<file path="src/rtl/dnn_relu_ulaw.sv">
// dnn_relu_ulaw: two-layer mu-law MLP (401->25 ReLU->10); `define DNN_RELU_ULAW_SATURATE_EN clamps h and layer-2 values instead of wrapping
module dnn_relu_ulaw #(
  parameter int ADDR_WIDTH = 16,
  parameter logic [ADDR_WIDTH-1:0] ADDR_BASE_A = 16'h0000,
  parameter logic [ADDR_WIDTH-1:0] ADDR_BASE_W = 16'h0191,
  parameter int SM1_SCALE = 4,
  parameter int SD1_SCALE = 2,
  parameter int SM2_SCALE = 16,
  parameter logic [13:0] L2_ONE_BIAS_VAL = 14'h1000
) (
  input  logic                  clk,
  input  logic                  rst,
  input  logic                  start,
  input  logic                  reset,
  output logic                  done,
  output logic [ADDR_WIDTH-1:0] mem_addr,
  input  logic signed [7:0]     mem_data,
  output logic signed [7:0]     out [9:0]
);
  localparam logic signed [47:0] L_SM1 = 48'(SM1_SCALE);
  localparam logic signed [47:0] L_SM2 = 48'(SM2_SCALE);
  localparam int L_SH1 = 12 + $clog2(SD1_SCALE);

  typedef enum logic [2:0] {IDLE, L1_A, L1_W, L1_FIN, L2_MAC, L2_FIN, DONE} state_t;

  state_t              r_state, w_next;
  logic [8:0]          r_i;
  logic [4:0]          r_j, r_m;
  logic [3:0]          r_k;
  logic signed [13:0]  r_a, w_dec;
  logic signed [14:0]  w_mul_a;
  logic signed [28:0]  w_prod;
  logic signed [39:0]  r_acc;
  logic signed [47:0]  w_s1, w_s2, w_v2;
  logic [13:0]         w_h;
  logic [13:0]         r_h [25];
  logic signed [7:0]   r_out [9:0];

  function automatic logic signed [13:0] dec(input logic [7:0] c);
    logic [7:0]  t;
    logic [12:0] mag;
    t = ~c;
    mag = ((13'({t[3:0], 1'b1}) + 13'd32) << t[6:4]) - 13'd33;
    return t[7] ? -$signed({1'b0, mag}) : $signed({1'b0, mag});
  endfunction

  function automatic logic [7:0] enc(input logic signed [47:0] v);
    logic [47:0] a;
    logic [12:0] b;
    logic [2:0]  ch;
    a = v[47] ? -v : v;
    b = 13'(a > 48'd8158 ? 48'd8158 : a) + 13'd33;
    ch = b[12] ? 3'd7 : b[11] ? 3'd6 : b[10] ? 3'd5 : b[9] ? 3'd4 :
         b[8] ? 3'd3 : b[7] ? 3'd2 : b[6] ? 3'd1 : 3'd0;
    return ~{v[47], ch, 4'((b >> ch) >> 1)};
  endfunction

  always_comb begin
    w_dec = dec(mem_data);
    w_mul_a = r_state != L2_MAC ? {r_a[13], r_a} :
              r_m == 5'd0 ? {1'b0, L2_ONE_BIAS_VAL} : {1'b0, r_h[r_m - 5'd1]};
    w_prod = 29'(w_mul_a) * 29'(w_dec);
    w_s1 = (48'(r_acc) * L_SM1) >>> L_SH1;
    w_s2 = (48'(r_acc) * L_SM2) >>> 12;
`ifdef DNN_RELU_ULAW_SATURATE_EN
    w_h = w_s1[47] ? 14'd0 : w_s1 > 48'sd8158 ? 14'd8158 : w_s1[13:0];
    w_v2 = w_s2;
`else
    w_h = 14'(w_s1 & {48{~w_s1[47]}});
    w_v2 = (w_s2 <<< 34) >>> 34;
`endif
  end

  always_comb begin
    mem_addr = r_state == L1_A ? ADDR_WIDTH'(ADDR_BASE_A + r_i) :
               r_state == L1_W ? ADDR_WIDTH'(ADDR_BASE_W + 401 * r_j + r_i) :
               r_state == L2_MAC ? ADDR_WIDTH'(ADDR_BASE_W + 10025 + 26 * r_k + r_m) :
               ADDR_BASE_A;
  end

  always_comb begin
    w_next = r_state;
    case (r_state)
      IDLE:    w_next = start ? L1_A : IDLE;
      L1_A:    w_next = L1_W;
      L1_W:    w_next = r_i == 9'd400 ? L1_FIN : L1_A;
      L1_FIN:  w_next = r_j == 5'd24 ? L2_MAC : L1_A;
      L2_MAC:  w_next = r_m == 5'd25 ? L2_FIN : L2_MAC;
      L2_FIN:  w_next = r_k == 4'd9 ? DONE : L2_MAC;
      default: w_next = r_state;
    endcase
  end

  always_ff @(posedge clk) r_state <= (rst | reset) ? IDLE : w_next;

  // Counters wrap to zero at the end of each loop, so DONE leaves them ready for the next run
  always_ff @(posedge clk) begin
    if (rst | reset) begin
      r_i <= '0;
      r_j <= '0;
      r_m <= '0;
      r_k <= '0;
      r_a <= '0;
      r_acc <= '0;
      for (int n = 0; n < 25; n++) r_h[n] <= '0;
      for (int n = 0; n < 10; n++) r_out[n] <= 8'hFF;
    end else begin
      case (r_state)
        L1_A: r_a <= w_dec;
        L1_W: begin
          r_acc <= r_acc + 40'(w_prod);
          r_i <= r_i == 9'd400 ? 9'd0 : r_i + 9'd1;
        end
        L1_FIN: begin
          r_h[r_j] <= w_h;
          r_acc <= '0;
          r_j <= r_j == 5'd24 ? 5'd0 : r_j + 5'd1;
        end
        L2_MAC: begin
          r_acc <= r_acc + 40'(w_prod);
          r_m <= r_m == 5'd25 ? 5'd0 : r_m + 5'd1;
        end
        L2_FIN: begin
          r_out[r_k] <= enc(w_v2);
          r_acc <= '0;
          r_k <= r_k == 4'd9 ? 4'd0 : r_k + 4'd1;
        end
        default: ;
      endcase
    end
  end

  assign done = r_state == DONE;
  assign out = r_out;
endmodule

</file>
<file path="config.mk">
export PLATFORM = sky130hd
export DESIGN_NAME = dnn_relu_ulaw
export DESIGN_NICKNAME = d
export VERILOG_FILES = /design/src/rtl/dnn_relu_ulaw.sv
export SDC_FILE = /design/constraint.sdc
export NUM_CORES = 2
export LEC_CHECK = 0
export CAP_MARGIN = 20
export CORE_MARGIN = 1
export CORE_UTILIZATION = 68
export DETAILED_ROUTE_END_ITERATION = 12
export GPL_ROUTABILITY_DRIVEN = 0
export PLACE_DENSITY = 0.9
export SLEW_MARGIN = 10
export SYNTH_ARGS = -nofsm -noshare
export SYNTH_HDL_FRONTEND = slang
export SYNTH_SLANG_ARGS = --single-unit
</file>
<file path="constraint.sdc">
create_clock -name clk -period 31.5 [get_ports clk]
set_clock_uncertainty 0.1 [all_clocks]
set_input_delay 6.3 -clock clk [delete_from_list [all_inputs] [get_ports clk]]
set_output_delay 6.3 -clock clk [all_outputs]
set_load 0.05 [all_outputs]
</file>
==> insert_results.sql <==
INSERT INTO impl_metrics (metric_group, metric, value, unit) VALUES
('timing', 'timing_hold_violations_final', '0', ''),
('floorplanning', 'fp.dieH', '246', 'um'),
('clocking', 'cts_buffers', '59', ''),
('synthesis', 'synthesis.area', '0.0405', 'mm2'),
('synthesis', 'dominantRegCellSynth', 'edfxtp_1', ''),
('timing', 'report.final.slew_viol_count', '0', ''),
('timing', 'portion_of_the_clock_cycle_consumed_by_the_worst_path_in_the_final_layout', '51.2', '%'),
('clocking', 'cts_post_setup_buffers_inserted', '0', ''),
('global_routing', 'grt_pass1_vias', '31656', ''),
('clocking', 'cts-htree-levels', '2', ''),
('layout', 'filler_cell_count', '3401', ''),
('synthesis', 'synth_sequential_area_ratio', '41.2', '%'),
('timing', 'timing_worst_slew_pin_value', '1160', 'ps'),
('floorplanning', 'floorplan.initialDensity', '68.7', '%'),
('clocking', 'post_cts_resized', '0', ''),
('synthesis', 'netlist.top_cell.by_area', 'edfxtp_1', ''),
('timing', 'maxSlewHeadroom', '22.3', '%'),
('synthesis', 'ys_seq_elements', '608', ''),
('worst_setup_path', 'max_stage_delay_cell_worst_path', 'clkdlybuf4s50_1', ''),
('placement', 'post_dp_cell_area', '0.0422', 'mm2'),
('timing', 'setup_repair_after_global_routing_missed_its_margin', 'false', ''),
('timing', 'timing.final.setup_violations', '0', ''),
('synthesis', 'synth.yosys.warnings', '0', ''),
('timing', 'finalCriticalPeriod', '16140', 'ps'),
('worst_setup_path', 'type_of_element_capturing_the_critical_path', 'flip-flop', ''),
('floorplanning', 'floorplan.die.width', '246', 'um'),
('drt', 'vias', '30762', ''),
('global_routing', 'global_route_wire_length_before_repair', '177000', 'um'),
('worst_setup_path', 'critPathRequiredTime', '31940', 'ps'),
('global_routing', 'grt_antenna_before_repair', '4', ''),
('worst_setup_path', 'timing.reg2reg.worst_path_depth', '34', ''),
('layout', 'final_area', '0.0442', 'mm2'),
('global_routing', 'track_usage', '38.7', '%'),
('floorplanning', 'die_area', '0.0605', 'mm2'),
('layout', 'final_net_count', '4310', ''),
('power_and_ir_drop', 'pwr_density_cell', '43.1', 'mW/mm2'),
('drt', 'first_iter_violations', '4369', ''),
('drt', 'detail_route.first_pass.iterations', '7', ''),
('floorplanning', 'rows', '89', ''),
('synthesis', 'avgSynthCellArea', '10.7', 'um2'),
('layout', 'drive_above_1_share', '8.02', '%'),
('drt', 'drc', '0', ''),
('floorplanning', 'coreArea', '0.0589', 'mm2'),
('layout', 'final_common_cell', 'nor2_1', ''),
('floorplanning', 'num_ports', '109', ''),
('worst_hold_path', 'hold-path-cell-count', '2', ''),
('synthesis', 'synth.top_cell.area_share', '33.3', '%'),
('clocking', 'numClockSinks', '608', ''),
('worst_setup_path', 'worst_ep_arrival_time', '16580', 'ps'),
('clocking', 'cts_hold_repair.buffers', '0', ''),
('synthesis', 'yosys-top-cells-area', 'edfxtp_1 (33%), fa_1 (16%), dfxtp_1 (7.9%), mux4_2 (6.2%), ha_1 (6.1%)', ''),
('power_and_ir_drop', 'total_power', '1910', 'uW'),
('layout', 'areaGrowthSynthToFinish', '9.22', '%'),
('timing', 'peak_freq', '62.0', 'MHz'),
('drt', 'wl', '115000', 'um'),
('clocking', 'clock_latency', '650', 'ps'),
('placement', 'port_buffers', '108', ''),
('synthesis', 'synthDistinctLibCells', '84', ''),
('layout', 'multiInputGateArea', '0.0212', 'mm2'),
('worst_hold_path', 'worst_hold_path_class', 'flip-flop to flip-flop', ''),
('drt', 'detail-route-antenna-nets', '0', ''),
('run_status', 'result_of_the_run', 'finished, final reports clean', ''),
('placement', 'dp.final_hpwl', '75600', 'um'),
('synthesis', 'postSynthNetCount', '4296', ''),
('job', 'max-cap-violations', '0', ''),
('clocking', 'clkTransAtPathRegs', '70', 'ps'),
('power_and_ir_drop', 'vdd_ir_drop_max', '54.4', 'uV'),
('clocking', 'cts_tree', 'built', ''),
('timing', 'final.hold.worst_slack', '361', 'ps'),
('layout', 'seq_area', '0.0167', 'mm2'),
('layout', 'highest_count_cells_in_the_layout_ignoring_fill_and_taps', 'nor2_1 (512), inv_1 (478), edfxtp_1 (448)', '');
## routing by layer
metal	GRT usage [%]	vias to the layer above	wire length [um]
met1	47.0	14803	37100
met4	23.9	4	8050
met3	10.4	632	14900
met5	0	-	27
li1	-	12717	-
met2	61.9	2606	54700
## power by group
group	internal, uW	switching [uW]
logic	107	190
registers	878	9.97
clock network	397	324
total	1380	524
## worst paths after layout
| path | from | end | slack, ps |
|---|---|---|---|
| max | mem_data[4] | r_acc[35] | 15360 |
| max reg2reg | r_m[0] | r_acc[35] | 19700 |
| min reg2reg | r_a[3] | r_a[3] | 360 |
| min | r_a[3] | r_a[3] | 360 |
## area by class of cell
type | instances | area share (%)
sequential | 608 | 37.7
timing repair buffer | 178 | 3.64
inverter | 479 | 4.07
multi-input combinational | 2455 | 48.0
clock buffer | 80 | 3.68
tap | 773 | 2.19
clock inverter | 30 | 0.685
antenna | 2 | 0.0113
## cell families after synthesis
group | after synthesis | synth area share [%]
muxes | 126 | 6.59
AOI/OAI and AO/OA | 496 | 8.26
xor gates and xnor gates | 109 | 2.36
buffers and inverters | 704 | 6.56
adders and majority gates | 517 | 21.9
and+or+nand+nor | 1207 | 13.1
DFF | 608 | 41.2
## cells in the mapped netlist, drive strengths merged, types with 6 or more instances
cell type,instances
nor2b,52
nand3,47
ha,196
nor2,514
clkbuf,202
a211oi,40
o21ai,94
o21a,10
a311oi,13
buf,23
nand2,370
o211ai,54
o31ai,11
nand2b,33
xnor2,72
inv,478
o21bai,8
mux2i,12
nor3,41
a21o,20
a22oi,33
and3,18
fa,321
o31a,7
o22ai,6
nand4,15
mux4,112
a21oi,125
dfxtp,160
and2,75
nor3b,14
a31oi,27
edfxtp,448
xor2,37
## flip-flops by register name (all words and copies together) (netlist names)
register and cells:
r_state 3, r_k 4, out 80, r_a 14, r_h 448, r_j 5, r_m 5, r_acc 40
r_i 9
## per-stage QoR
stage / std cells / setup slack (ps)
CTS: 4600 / 15350
finish: 4605 / 15360
global placement: 4489 / 14850
floorplan: 3767 / 16160
detailed placement: 4490 / 14610
global route: 4603 / 14810
## worst max-delay path, delay by kind of cell
| family | cells | cell delay, ps |
|---|---|---|
| AOI/OAI and AO/OA | 10 | 2660 |
| xor gates and xnor gates | 2 | 900 |
| adders and majority gates | 8 | 3780 |
| buffers and inverters | 6 | 1530 |
| muxes | 1 | 230 |
| and+or+nand+nor | 8 | 1130 |
(Power assumes the default switching activity.)
